File: src/rtl/led_shift_seq_pkg.sv
`default_nettype none
// ============================================================================
//  Module      : led_shift_seq_pkg
//  Description : Shared types and constants for the LED shift sequencer.
//  Revision    : 1.0 - initial release
// ============================================================================
package led_shift_seq_pkg;

    typedef enum logic [1:0] {
        SHIFT_IN = 2'd0,
        ROTATE   = 2'd1,
        BOUNCE   = 2'd2
    } mode_e;

    typedef enum logic [1:0] {
        OP_HOLD     = 2'd0,
        OP_SHIFT_IN = 2'd1,
        OP_ROTATE   = 2'd2,
        OP_LOAD     = 2'd3
    } op_e;

    localparam int KEY_RUN  = 0;
    localparam int KEY_DIR  = 1;
    localparam int KEY_MODE = 2;
    localparam int KEY_FAST = 3;
    localparam int KEY_SLOW = 4;
    localparam int KEY_STEP = 5;
    localparam int KEY_CLR  = 6;
    localparam int KEY_INJ  = 7;

    localparam logic [2:0] SPEED_MAX = 3'd7;

    function automatic mode_e next_mode(input mode_e m);
        case (m)
            SHIFT_IN: return ROTATE;
            ROTATE:   return BOUNCE;
            default:  return SHIFT_IN;
        endcase
    endfunction

endpackage
`default_nettype wire

File: src/rtl/led_shift_sequencer_if.sv
`default_nettype none
// ============================================================================
//  Module      : led_shift_sequencer_if
//  Description : Key inputs and LED/status outputs of the shift sequencer.
//  Revision    : 1.0 - initial release
// ============================================================================
interface led_shift_sequencer_if #(
    parameter int WIDTH = 8
);
    logic [7:0]       key;
    logic [WIDTH-1:0] led;
    logic [1:0]       mode;
    logic             dir;
    logic             running;
    logic [2:0]       speed;
    logic             step_pulse;

    modport master (
        output key,
        input  led, mode, dir, running, speed, step_pulse
    );

    modport slave (
        input  key,
        output led, mode, dir, running, speed, step_pulse
    );
endinterface
`default_nettype wire

File: src/rtl/shift_reg_datapath.sv
`default_nettype none
// ============================================================================
//  Module      : shift_reg_datapath
//  Description : LED shift register with hold / shift-in / rotate / load ops.
//  Revision    : 1.0 - initial release
// ============================================================================
module shift_reg_datapath
    import led_shift_seq_pkg::*;
#(
    parameter int               WIDTH = 8,
    parameter logic [WIDTH-1:0] SEED  = WIDTH'(8'hFF)
) (
    input  logic             clock,
    input  logic             reset_n,
    input  op_e              op,
    input  logic             dir,
    input  logic             in_bit,
    input  logic [WIDTH-1:0] load_val,
    output logic [WIDTH-1:0] q
);

    logic [WIDTH-1:0] r_q;
    logic [WIDTH-1:0] w_next;

    // dir=1 moves data toward the MSB, dir=0 toward bit 0
    always_comb begin
        w_next = r_q;
        case (op)
            OP_SHIFT_IN: w_next = dir ? {r_q[WIDTH-2:0], in_bit} : {in_bit, r_q[WIDTH-1:1]};
            OP_ROTATE:   w_next = dir ? {r_q[WIDTH-2:0], r_q[WIDTH-1]} : {r_q[0], r_q[WIDTH-1:1]};
            OP_LOAD:     w_next = load_val;
            default:     w_next = r_q;
        endcase
    end

    always_ff @(posedge clock or negedge reset_n) begin
        if (!reset_n) begin
            r_q <= SEED;
        end else begin
            r_q <= w_next;
        end
    end

    assign q = r_q;

endmodule
`default_nettype wire

File: src/rtl/led_shift_sequencer.sv
`default_nettype none
// ============================================================================
//  Module      : led_shift_sequencer
//  Description : Key decoding, rate divider and pattern control for the LED
//                shift register. Define LED_SHIFT_SEQ_STEP_EN for single-step.
//  Revision    : 1.0 - initial release
// ============================================================================
module led_shift_sequencer
    import led_shift_seq_pkg::*;
#(
    parameter int               WIDTH    = 8,
    parameter int               DIV_BITS = 23,
    parameter logic [WIDTH-1:0] SEED     = WIDTH'(8'hFF)
) (
    input  logic                 clock,
    input  logic                 reset_n,
    led_shift_sequencer_if.slave bus
);

    localparam logic [DIV_BITS-1:0] c_div_all_ones = '1;
    localparam logic [DIV_BITS-1:0] c_div_one      = DIV_BITS'(1);
    localparam logic [WIDTH-1:0]    c_led_one      = WIDTH'(1);

    logic [7:0]          r_key_s1;
    logic [7:0]          r_key_s2;
    logic [7:0]          r_key_prev;
    logic [7:0]          w_edge;

    mode_e               r_mode;
    mode_e               w_mode_nxt;
    logic                r_dir;
    logic                w_dir_nxt;
    logic                r_running;
    logic                w_running_nxt;
    logic [2:0]          r_speed;
    logic [2:0]          w_speed_nxt;
    logic [DIV_BITS-1:0] r_count;
    logic [DIV_BITS-1:0] w_count_nxt;
    logic                r_step_pulse;

    logic                w_clear;
    logic                w_mode_chg;
    logic                w_dir_eff;
    logic                w_tick;
    logic                w_step_req;
    logic                w_do_step;
    logic                w_inj;
    op_e                 w_op;
    logic                w_step_dir;
    logic [WIDTH-1:0]    w_load_val;
    logic [WIDTH-1:0]    w_led;
    logic                w_unused;

    // Keys are asynchronous: two-flop synchronizer, then edge detect
    always_ff @(posedge clock or negedge reset_n) begin
        if (!reset_n) begin
            r_key_s1   <= '0;
            r_key_s2   <= '0;
            r_key_prev <= '0;
        end else begin
            r_key_s1   <= bus.key;
            r_key_s2   <= r_key_s1;
            r_key_prev <= r_key_s2;
        end
    end

    assign w_edge     = r_key_s2 & ~r_key_prev;
    assign w_inj      = r_key_s2[KEY_INJ];
    assign w_clear    = w_edge[KEY_CLR];
    assign w_mode_chg = w_edge[KEY_MODE] & ~w_clear;
    assign w_dir_eff  = r_dir ^ w_edge[KEY_DIR];
    assign w_tick     = r_running && (r_count == '0);

`ifdef LED_SHIFT_SEQ_STEP_EN
    assign w_step_req = w_edge[KEY_STEP] & ~r_running;
`else
    assign w_step_req = 1'b0;
`endif

    assign w_unused  = ^{w_edge[KEY_STEP], w_edge[KEY_INJ]};
    assign w_do_step = (w_tick | w_step_req) & ~w_clear & ~w_mode_chg;

    // Opposing speed keys in the same cycle cancel out
    always_comb begin
        w_speed_nxt = r_speed;
        if (w_edge[KEY_FAST] && !w_edge[KEY_SLOW] && (r_speed != SPEED_MAX)) begin
            w_speed_nxt = r_speed + 3'd1;
        end else if (w_edge[KEY_SLOW] && !w_edge[KEY_FAST] && (r_speed != 3'd0)) begin
            w_speed_nxt = r_speed - 3'd1;
        end
    end

    // Reload value 2^(DIV_BITS-speed)-1 is the all-ones pattern shifted right
    always_comb begin
        w_count_nxt = r_count;
        if (w_speed_nxt != r_speed) begin
            w_count_nxt = c_div_all_ones >> w_speed_nxt;
        end else if (r_running) begin
            w_count_nxt = (r_count == '0) ? (c_div_all_ones >> r_speed) : (r_count - c_div_one);
        end
    end

    assign w_running_nxt = r_running ^ w_edge[KEY_RUN];

    always_ff @(posedge clock or negedge reset_n) begin
        if (!reset_n) begin
            r_mode       <= SHIFT_IN;
            r_dir        <= 1'b0;
            r_running    <= 1'b1;
            r_speed      <= 3'd0;
            r_count      <= c_div_all_ones;
            r_step_pulse <= 1'b0;
        end else begin
            r_mode       <= w_mode_nxt;
            r_dir        <= w_dir_nxt;
            r_running    <= w_running_nxt;
            r_speed      <= w_speed_nxt;
            r_count      <= w_count_nxt;
            r_step_pulse <= w_do_step;
        end
    end

    // Priority: clear, then mode-entry load, then a step in the (new) direction
    always_comb begin
        w_mode_nxt = r_mode;
        w_dir_nxt  = w_dir_eff;
        w_op       = OP_HOLD;
        w_step_dir = w_dir_eff;
        w_load_val = SEED;
        if (w_clear) begin
            w_op       = OP_LOAD;
            w_load_val = SEED;
        end else if (w_mode_chg) begin
            w_mode_nxt = next_mode(r_mode);
            case (next_mode(r_mode))
                ROTATE: begin
                    if (w_led == '0) begin
                        w_op       = OP_LOAD;
                        w_load_val = c_led_one;
                    end
                end
                BOUNCE: begin
                    w_op       = OP_LOAD;
                    w_load_val = c_led_one;
                    w_dir_nxt  = 1'b1;
                end
                default: w_op = OP_HOLD;
            endcase
        end else if (w_do_step) begin
            case (r_mode)
                SHIFT_IN: w_op = OP_SHIFT_IN;
                ROTATE:   w_op = OP_ROTATE;
                BOUNCE: begin
                    w_op = OP_ROTATE;
                    if (w_led == '0) begin
                        w_op       = OP_LOAD;
                        w_load_val = c_led_one;
                    end else if (w_dir_eff && w_led[WIDTH-1]) begin
                        w_step_dir = 1'b0;
                        w_dir_nxt  = 1'b0;
                    end else if (!w_dir_eff && w_led[0]) begin
                        w_step_dir = 1'b1;
                        w_dir_nxt  = 1'b1;
                    end
                end
                default: w_op = OP_HOLD;
            endcase
        end
    end

    shift_reg_datapath #(
        .WIDTH (WIDTH),
        .SEED  (SEED)
    ) u_datapath (
        .clock    (clock),
        .reset_n  (reset_n),
        .op       (w_op),
        .dir      (w_step_dir),
        .in_bit   (w_inj),
        .load_val (w_load_val),
        .q        (w_led)
    );

    assign bus.led        = w_led;
    assign bus.mode       = r_mode;
    assign bus.dir        = r_dir;
    assign bus.running    = r_running;
    assign bus.speed      = r_speed;
    assign bus.step_pulse = r_step_pulse;

endmodule
`default_nettype wire
File: src/flat_wrapper.sv
// flat-port wrapper written by rule: the top's interface ports become plain ports
module led_shift_sequencer_flat import led_shift_seq_pkg::*;
#(
    parameter int               WIDTH    = 8,
    parameter int               DIV_BITS = 23,
    parameter logic [WIDTH-1:0] SEED     = WIDTH'(8'hFF)
)
  (clock, reset_n, bus_key, bus_led, bus_mode, bus_dir, bus_running, bus_speed, bus_step_pulse);
  led_shift_sequencer_if #(.WIDTH(WIDTH)) bus_i ();
  input  logic clock;
  input  logic reset_n;
  input wire logic [$bits(bus_i.key)-1:0] bus_key;
  output wire logic [$bits(bus_i.led)-1:0] bus_led;
  output wire logic [$bits(bus_i.mode)-1:0] bus_mode;
  output wire logic [$bits(bus_i.dir)-1:0] bus_dir;
  output wire logic [$bits(bus_i.running)-1:0] bus_running;
  output wire logic [$bits(bus_i.speed)-1:0] bus_speed;
  output wire logic [$bits(bus_i.step_pulse)-1:0] bus_step_pulse;
  assign bus_i.key = bus_key;
  assign bus_led = bus_i.led;
  assign bus_mode = bus_i.mode;
  assign bus_dir = bus_i.dir;
  assign bus_running = bus_i.running;
  assign bus_speed = bus_i.speed;
  assign bus_step_pulse = bus_i.step_pulse;
  led_shift_sequencer #(.WIDTH(WIDTH), .DIV_BITS(DIV_BITS), .SEED(SEED)) u_core (.clock(clock), .reset_n(reset_n), .bus(bus_i));
endmodule
File: config.mk
export PLATFORM = sky130hd
export DESIGN_NAME = led_shift_sequencer_flat
export DESIGN_NICKNAME = d
export VERILOG_FILES = /design/src/rtl/led_shift_seq_pkg.sv /design/src/rtl/led_shift_sequencer_if.sv /design/src/rtl/shift_reg_datapath.sv /design/src/rtl/led_shift_sequencer.sv /design/src/flat_wrapper.sv
export SDC_FILE = /design/constraint.sdc
export NUM_CORES = 1
export LEC_CHECK = 0
export ABC_AREA = 1
export CAP_MARGIN = 20
export CORE_ASPECT_RATIO = 0.75
export CORE_MARGIN = 2
export CORE_UTILIZATION = 59
export DETAILED_ROUTE_END_ITERATION = 7
export HOLD_SLACK_MARGIN = 0.08
export PLACE_DENSITY = 0.78
export SLEW_MARGIN = 20
export SYNTH_ARGS = -nofsm -noshare
export SYNTH_HDL_FRONTEND = slang
export SYNTH_SLANG_ARGS = --single-unit
File: constraint.sdc
create_clock -name clock -period 2.4 [get_ports clock]
set_input_delay 0.48 -clock clock [delete_from_list [all_inputs] [get_ports clock]]
set_output_delay 0.48 -clock clock [all_outputs]
set_load 0.005 [all_outputs]
==> results.cfg, run 1 <==
[outcome]
status = complete, no violations

[clocking]
htree_num_levels = 3
clkLatencyLatePin_ns = 0.36
postCtsSetupBuffers = 0
cts_inserted_buffers = 9
cts_root_buffer = clkbuf_8
clkSinkCount = 59
cts_tree = done
path_clk_slew_ns = 0.07
cts_buffer_depth = 2

[finish]
fillers = 453
drive_gt1_share_pct = 23.7
nets = 478
seq_area_sq_um = 1520
syn_to_final_growth_pct = 16.8
utilization_pct = 71.1
antennaDiodeCount = 0
multiInputGateArea_sq_um = 1790
final_cell_area_sq_um = 4100

[sta]
max_freq_mhz = 451
finalCritPeriodShare_pct = 92.3
finalCriticalPeriod_ns = 2.22
hold_violations = 0
clock_skew_ns = 0.0110
tightest_slew_ns = 0.664
rsz0062_at_grt = no
max_slew_margin_pct = 55.3
setup_tns_ns = 0
hold_slack_ns = 0.0956
drv_slew = 0
finalSetupViolations = 0

[floorplanning]
core_area_sq_um = 5770
fp.dieH_um = 70.8
design.die.area_sq_um = 6590
die_w_um = 93.1
boundaryPins = 26
start_util_pct = 60.9
row_count = 24

[synth]
syn_avg_cell_area_sq_um = 8.42
synthTopCellsByArea = dfstp_2 (24%), dfrtp_1 (19%), nand2_1 (9.2%)
yosys_warnings = 0
synth_nets = 441
yosys_register_bits = 59
synth_top_area_share_pct = 24.0
synthCells = 417
yosys.cell_types.count = 36
yosysTopAreaCell = dfstp_2
ys_seq_area_share_pct = 43.2
netlist_area_sq_um = 3510

[critical_path]
start_kind = flip-flop
cp.arrival_ns = 2.51
rr_worst_depth = 12
regToRegSetupSlack_ns = 0.18
r2r_end = u_core.r_count[10]
cp_max_fo = 12
cp_slowest_stage_delay_ns = 0.41
cp_slowest_cell = dfrtp_1
cp_top_family = simple AND/OR/NAND/NOR gates
rr_startpoint = u_core.bus.speed[0]
worst-setup-path-type = reg2reg
critPathBufInv = 4
cp-end-kind = flip-flop
cp_cell_sequence = inv_1, ha_1, ha_1, inv_1, nand3_1, nand2_2, nor2_4, inv_2, buf_4, nand2_1, or2_2, nand3_1
required_ns = 2.69

[power_and_ir_drop]
p_int_uw = 2600
clkPwrFrac_pct = 23.1
pwr-share-comb_pct = 39.8
peakVddDrop_uv = 811
power_density_nw_per_um2 = 1030
power_frac_seq_pct = 37.1
total_power_uw = 4230
p_leak_uw = 0.00189
switching_share_pct = 38.6
p_switching_uw = 1630

[global_route]
grt_max_degree = 37
antenna_found_initial = 0
gr-usage-all-layers_pct = 24.6
grt_pass1_vias = 2677
grt_overflow = 0
grt_first_pass_wirelength_um = 12500

[route]
ant_nets = 0
drc = 0
wl_per_cell_um = 13.6
avgViaCountPerCell = 5.31
wl_um = 7280
vias = 2849
drt_first_pass_iters = 5
drtIter0Drc = 301

[place]
gp_congestion = 0.881
portBuffers = 24
hpwl_um = 5300
detailed_place.area_sq_um = 3880

[min_path]
worst_hold_path_type = in2async

[run]
drv_cap = 0
## registers in the layout (all words and copies together) (netlist names), 2 cells and up
signal	cells
u_core.r_count	23
u_core.u_datapath.q	8
u_core.r_key_s1	7
u_core.r_key_s2	7
u_core.r_key_prev	6
u_core.bus.speed	3
u_core.bus.mode	2
## what timing repair did
item,in CTS,in global routing
endpoints found under the setup margin,0,14
gates resized for setup,0,3
hold buffers,0,0
## cell usage in the layout (no fill, tap or decap), types with 5 or more instances in the layout
master | netlist | routed
nand2_1 | 86 | 86
nor2_1 | 45 | 44
inv_1 | 43 | 43
nand3_1 | 42 | 42
dfstp_2 | 32 | 32
dfrtp_1 | 27 | 27
clkdlybuf4s50_1 | 0 | 23
o21ai_0 | 22 | 22
ha_1 | 14 | 14
a21oi_1 | 12 | 12
nand2_4 | 9 | 9
inv_2 | 9 | 9
clkbuf_8 | 0 | 9
nor2_4 | 6 | 7
a21oi_2 | 7 | 7
nor2_2 | 6 | 6
o211ai_1 | 6 | 6
xor2_1 | 6 | 6
nand2_2 | 5 | 5
nand4_1 | 5 | 5
nand3_4 | 5 | 5
## worst register-to-register path, cell delays in order, from the launching register on
cell and delay [ns]:
dfrtp_1 0.41, inv_1 0.06, ha_1 0.21, ha_1 0.20
inv_1 0.07, nand3_1 0.16, nand2_2 0.22, nor2_4 0.10
inv_2 0.09, buf_4 0.19, nand2_1 0.11, or2_2 0.28
nand3_1 0.07
## Yosys cell counts (all sizes together)
cell type / n
nor4: 3
nor2: 60
dfrtp: 27
nor3: 5
nand3b: 2
a21oi: 20
o211ai: 6
xor2: 6
nand3: 47
xnor2: 1
buf: 2
inv: 53
nand4: 5
or2: 3
o21ai: 26
a21o: 2
dfstp: 32
nand2: 100
o21bai: 1
clkbuf: 1
or3: 1
ha: 14
## final cells by class
| class | instances | share of cell area (%) |
|---|---|---|
| clock inverters | 5 | 1.89 |
| repair buffers | 29 | 6.96 |
| well taps | 78 | 2.38 |
| flip-flops and latches | 59 | 37.0 |
| inverters | 53 | 4.92 |
| clock buffers | 11 | 3.21 |
| multi-input cells | 302 | 43.6 |
## through the flow
step,setup WS (ns),std cells
3_3_place_gp,0.239,521
6_report,0.184,537
3_5_place_dp,0.143,521
4_1_cts,0.111,537
5_1_grt,0.00603,537
2_1_floorplan,0.483,417
## cells by family after synthesis
group | share of synthesized area (%)
simple gates | 34.3
flops | 43.2
buf+inv | 6.20
compound gates | 9.59
fa+ha+maj | 4.99
xor+xnor | 1.75
## routing by layer
| metal | part of all wire, % | track usage (%) | vias up |
|---|---|---|---|
| met3 | 6.1 | 5.86 | 11 |
| met2 | 42 | 34.1 | 92 |
| li1 | - | - | 1418 |
| met4 | 1.8 | 9.31 | 0 |
| met5 | 0 | 0 | - |
| met1 | 50 | 37.5 | 1328 |
## worst max-delay path by stage
stage                              startpoint                  to  slack (ns)  depth (start not counted)
final                     u_core.bus.speed[0]  u_core.r_count[10]        0.18                         12
after global routing      u_core.bus.speed[1]   u_core.r_count[1]       0.006                         12
after CTS                 u_core.bus.speed[1]  u_core.r_count[13]        0.11                         12
after detailed placement  u_core.bus.speed[1]   u_core.r_count[1]        0.14                         12
after global placement    u_core.bus.speed[1]  u_core.r_count[13]        0.24                         12
after floorplan           u_core.bus.speed[0]  u_core.r_count[14]        0.48                         10
## power groups by stage
stage                     combinational (uW)  clock (uW)  sequential (uW)
after floorplan                         1090           0             1550
after global placement                  1600           0             1570
after detailed placement                1640           0             1580
after CTS                               1670         998             1560
after global routing                    1910        1050             1600
final                                   1680         977             1570
Note: power is estimated with default switching activity, not from simulation.
==> run 2, diff against run 1 <==
--- a/config.mk
+++ b/config.mk
@@ -7,9 +7,11 @@
 export LEC_CHECK = 0
 export ABC_AREA = 1
 export CAP_MARGIN = 20
+export CELL_PAD_IN_SITES_DETAIL_PLACEMENT = 0
+export CELL_PAD_IN_SITES_GLOBAL_PLACEMENT = 1
 export CORE_ASPECT_RATIO = 0.75
 export CORE_MARGIN = 2
-export CORE_UTILIZATION = 59
+export CORE_UTILIZATION = 45
 export DETAILED_ROUTE_END_ITERATION = 7
 export HOLD_SLACK_MARGIN = 0.08
 export PLACE_DENSITY = 0.78
==> run 2 against run 1 <==
Wire length increased by 8.4%. Global-route usage decreased by 3.8 points. Worst setup slack better by 0.015 ns. Critical path depth fell by 1. Combinational power is 3% higher. Sequential power about the same. Power down 0.30%. First-iteration DRC count decreased by 52%. Final cell count increased by 5.2%. Register-to-register slack better by 0.02 ns. Largest cell class unchanged. Largest power group unchanged.
==> results.cfg, run 2 (synthesized netlist as in run 1, its figures left out) <==
[outcome]
status = complete, no violations

[sta]
setup_tns_ns = 0
hold_violations = 0
max_freq_mhz = 454
finalSetupViolations = 0
clock_skew_ns = 0.0125
rsz0062_at_grt = no
finalCriticalPeriod_ns = 2.20
finalCritPeriodShare_pct = 91.7
drv_slew = 0
max_slew_margin_pct = 58.3
tightest_slew_ns = 0.626
hold_slack_ns = 0.144

[finish]
syn_to_final_growth_pct = 18.1
stdcell_count = 565
final_cell_mix = nand2_1 (86), nor2_1 (45), inv_1 (43)
drive_gt1_share_pct = 24.6
final_common_cell = nand2_1
largest_reg_flops = 23
max_flop_register = u_core.r_count
nets = 483
antennaDiodeCount = 0

[clocking]
cts_buffer_depth = 2
cts_hold_buf = 0
cts_tree = done
cts_inserted_buffers = 9
cts_root_buffer = clkbuf_8
path_clk_slew_ns = 0.07
htree_num_levels = 3
clkSinkCount = 59
clkLatencyLatePin_ns = 0.35

[critical_path]
start_kind = flip-flop
regToRegSetupSlack_ns = 0.20
cp.arrival_ns = 2.46
cp_slowest_stage_delay_ns = 0.39
r2r_end = u_core.r_count[14]
cp_max_fo = 10
cp_slowest_cell = or3_1
rr_worst_depth = 11
worst-setup-path-type = reg2reg
rr_startpoint = u_core.bus.speed[1]
cp_cell_sequence = inv_1, ha_1, ha_1, inv_1, nand3_2, nand2_4, nor2_2, buf_4, or3_1, o21ai_1, o211ai_1
required_ns = 2.66
cp-end-kind = flip-flop

[floorplanning]
boundaryPins = 26
row_count = 27
start_util_pct = 47.0
design.die.area_sq_um = 8530
fp.dieH_um = 80.5
core_area_sq_um = 7470
die_w_um = 106

[global_route]
grt_first_pass_wirelength_um = 13400
grt_max_degree = 35
grt_pass1_vias = 2649
grt_overflow = 0
antenna_found_initial = 0
gr-usage-all-layers_pct = 20.8

[power_and_ir_drop]
p_leak_uw = 0.00191
power_density_nw_per_um2 = 1020
peakVddDrop_uv = 503

[route]
ant_nets = 0
drt_first_pass_iters = 4
wl_per_cell_um = 14.0
wl_um = 7890
drc = 0
avgViaCountPerCell = 4.96
drtIter0Drc = 145
vias = 2805

[place]
portBuffers = 24
hpwl_um = 5860
dp.cells = 547
gp_congestion = 0.831

[min_path]
worst_hold_path_type = in2async

[run]
drv_cap = 0
[run 2: cell types whose count changed in the layout (fill, tap and decap cells not counted)]
cell / change
nand3_2: +1
nor3_1: +1
nor3_2: -1
nand3_1: -1
clkbuf_1: -1
nand2_2: -1
nor2_1: +1
clkinv_2: +1
nor2_4: -1
bufinv_16: -1
nand2_4: +1
clkbuf_8: +1
buf_4: +5
[run 2: per-layer routing]
metal / routed length (um) / track usage (%)
met5: 0 / 0
met2: 3080 / 28.6
met4: 136 / 8.29
met1: 4220 / 30.7
met3: 441 / 5.52
[run 2: stage by stage]
step                setup WS, ns  instance area, sq um  total power [uW]  util [%]
floorplan                  0.483                  3510              2640         -
global placement           0.204                  3930              3240      52.6
detailed placement         0.103                  3930              3270      52.6
CTS                       0.0890                  4120              4220      55.2
global route              0.0415                  4150              4550      55.5
finish                     0.199                  4150              4210      55.5
[run 2: timing repair]
item / CTS / global route
setup buffers: 0 / 2
setup endpoints to repair: 0 / 2
resized for setup: 0 / 2
endpoints found under the hold margin: 0 / 0
[run 2: worst max-delay path by stage]
stage	from	to	slack, ns	cells past startpoint
after floorplan	u_core.bus.speed[0]	u_core.r_count[14]	0.48	10
after global placement	u_core.bus.speed[0]	u_core.r_count[14]	0.20	11
after detailed placement	u_core.bus.speed[0]	u_core.r_count[14]	0.10	11
after CTS	u_core.bus.speed[0]	u_core.r_count[14]	0.09	11
after global routing	u_core.bus.speed[1]	u_core.r_count[14]	0.04	11
final	u_core.bus.speed[1]	u_core.r_count[14]	0.20	11
[run 2: power breakdown]
group	switching, uW	internal [uW]
Sequential	228	1340
Clock	418	502
Combinational	1020	710
[run 2: worst max-delay path, delay by kind of cell, from the launching register on]
family	cells	cell delay [ns]
compound gates	2	0.22
fa+ha+maj	2	0.42
buf+inv	3	0.37
flops	1	0.38
simple gates	4	0.73
[run 2: area by class of cell]
cell class / count / area, sq um
Fill cell: 700 / 3320
Timing Repair Buffer: 34 / 323
Sequential cell: 59 / 1520
Tap cell: 101 / 126
Multi-Input combinational cell: 302 / 1790
Clock buffer: 11 / 141
Inverter: 53 / 201
Clock inverter: 5 / 52.6
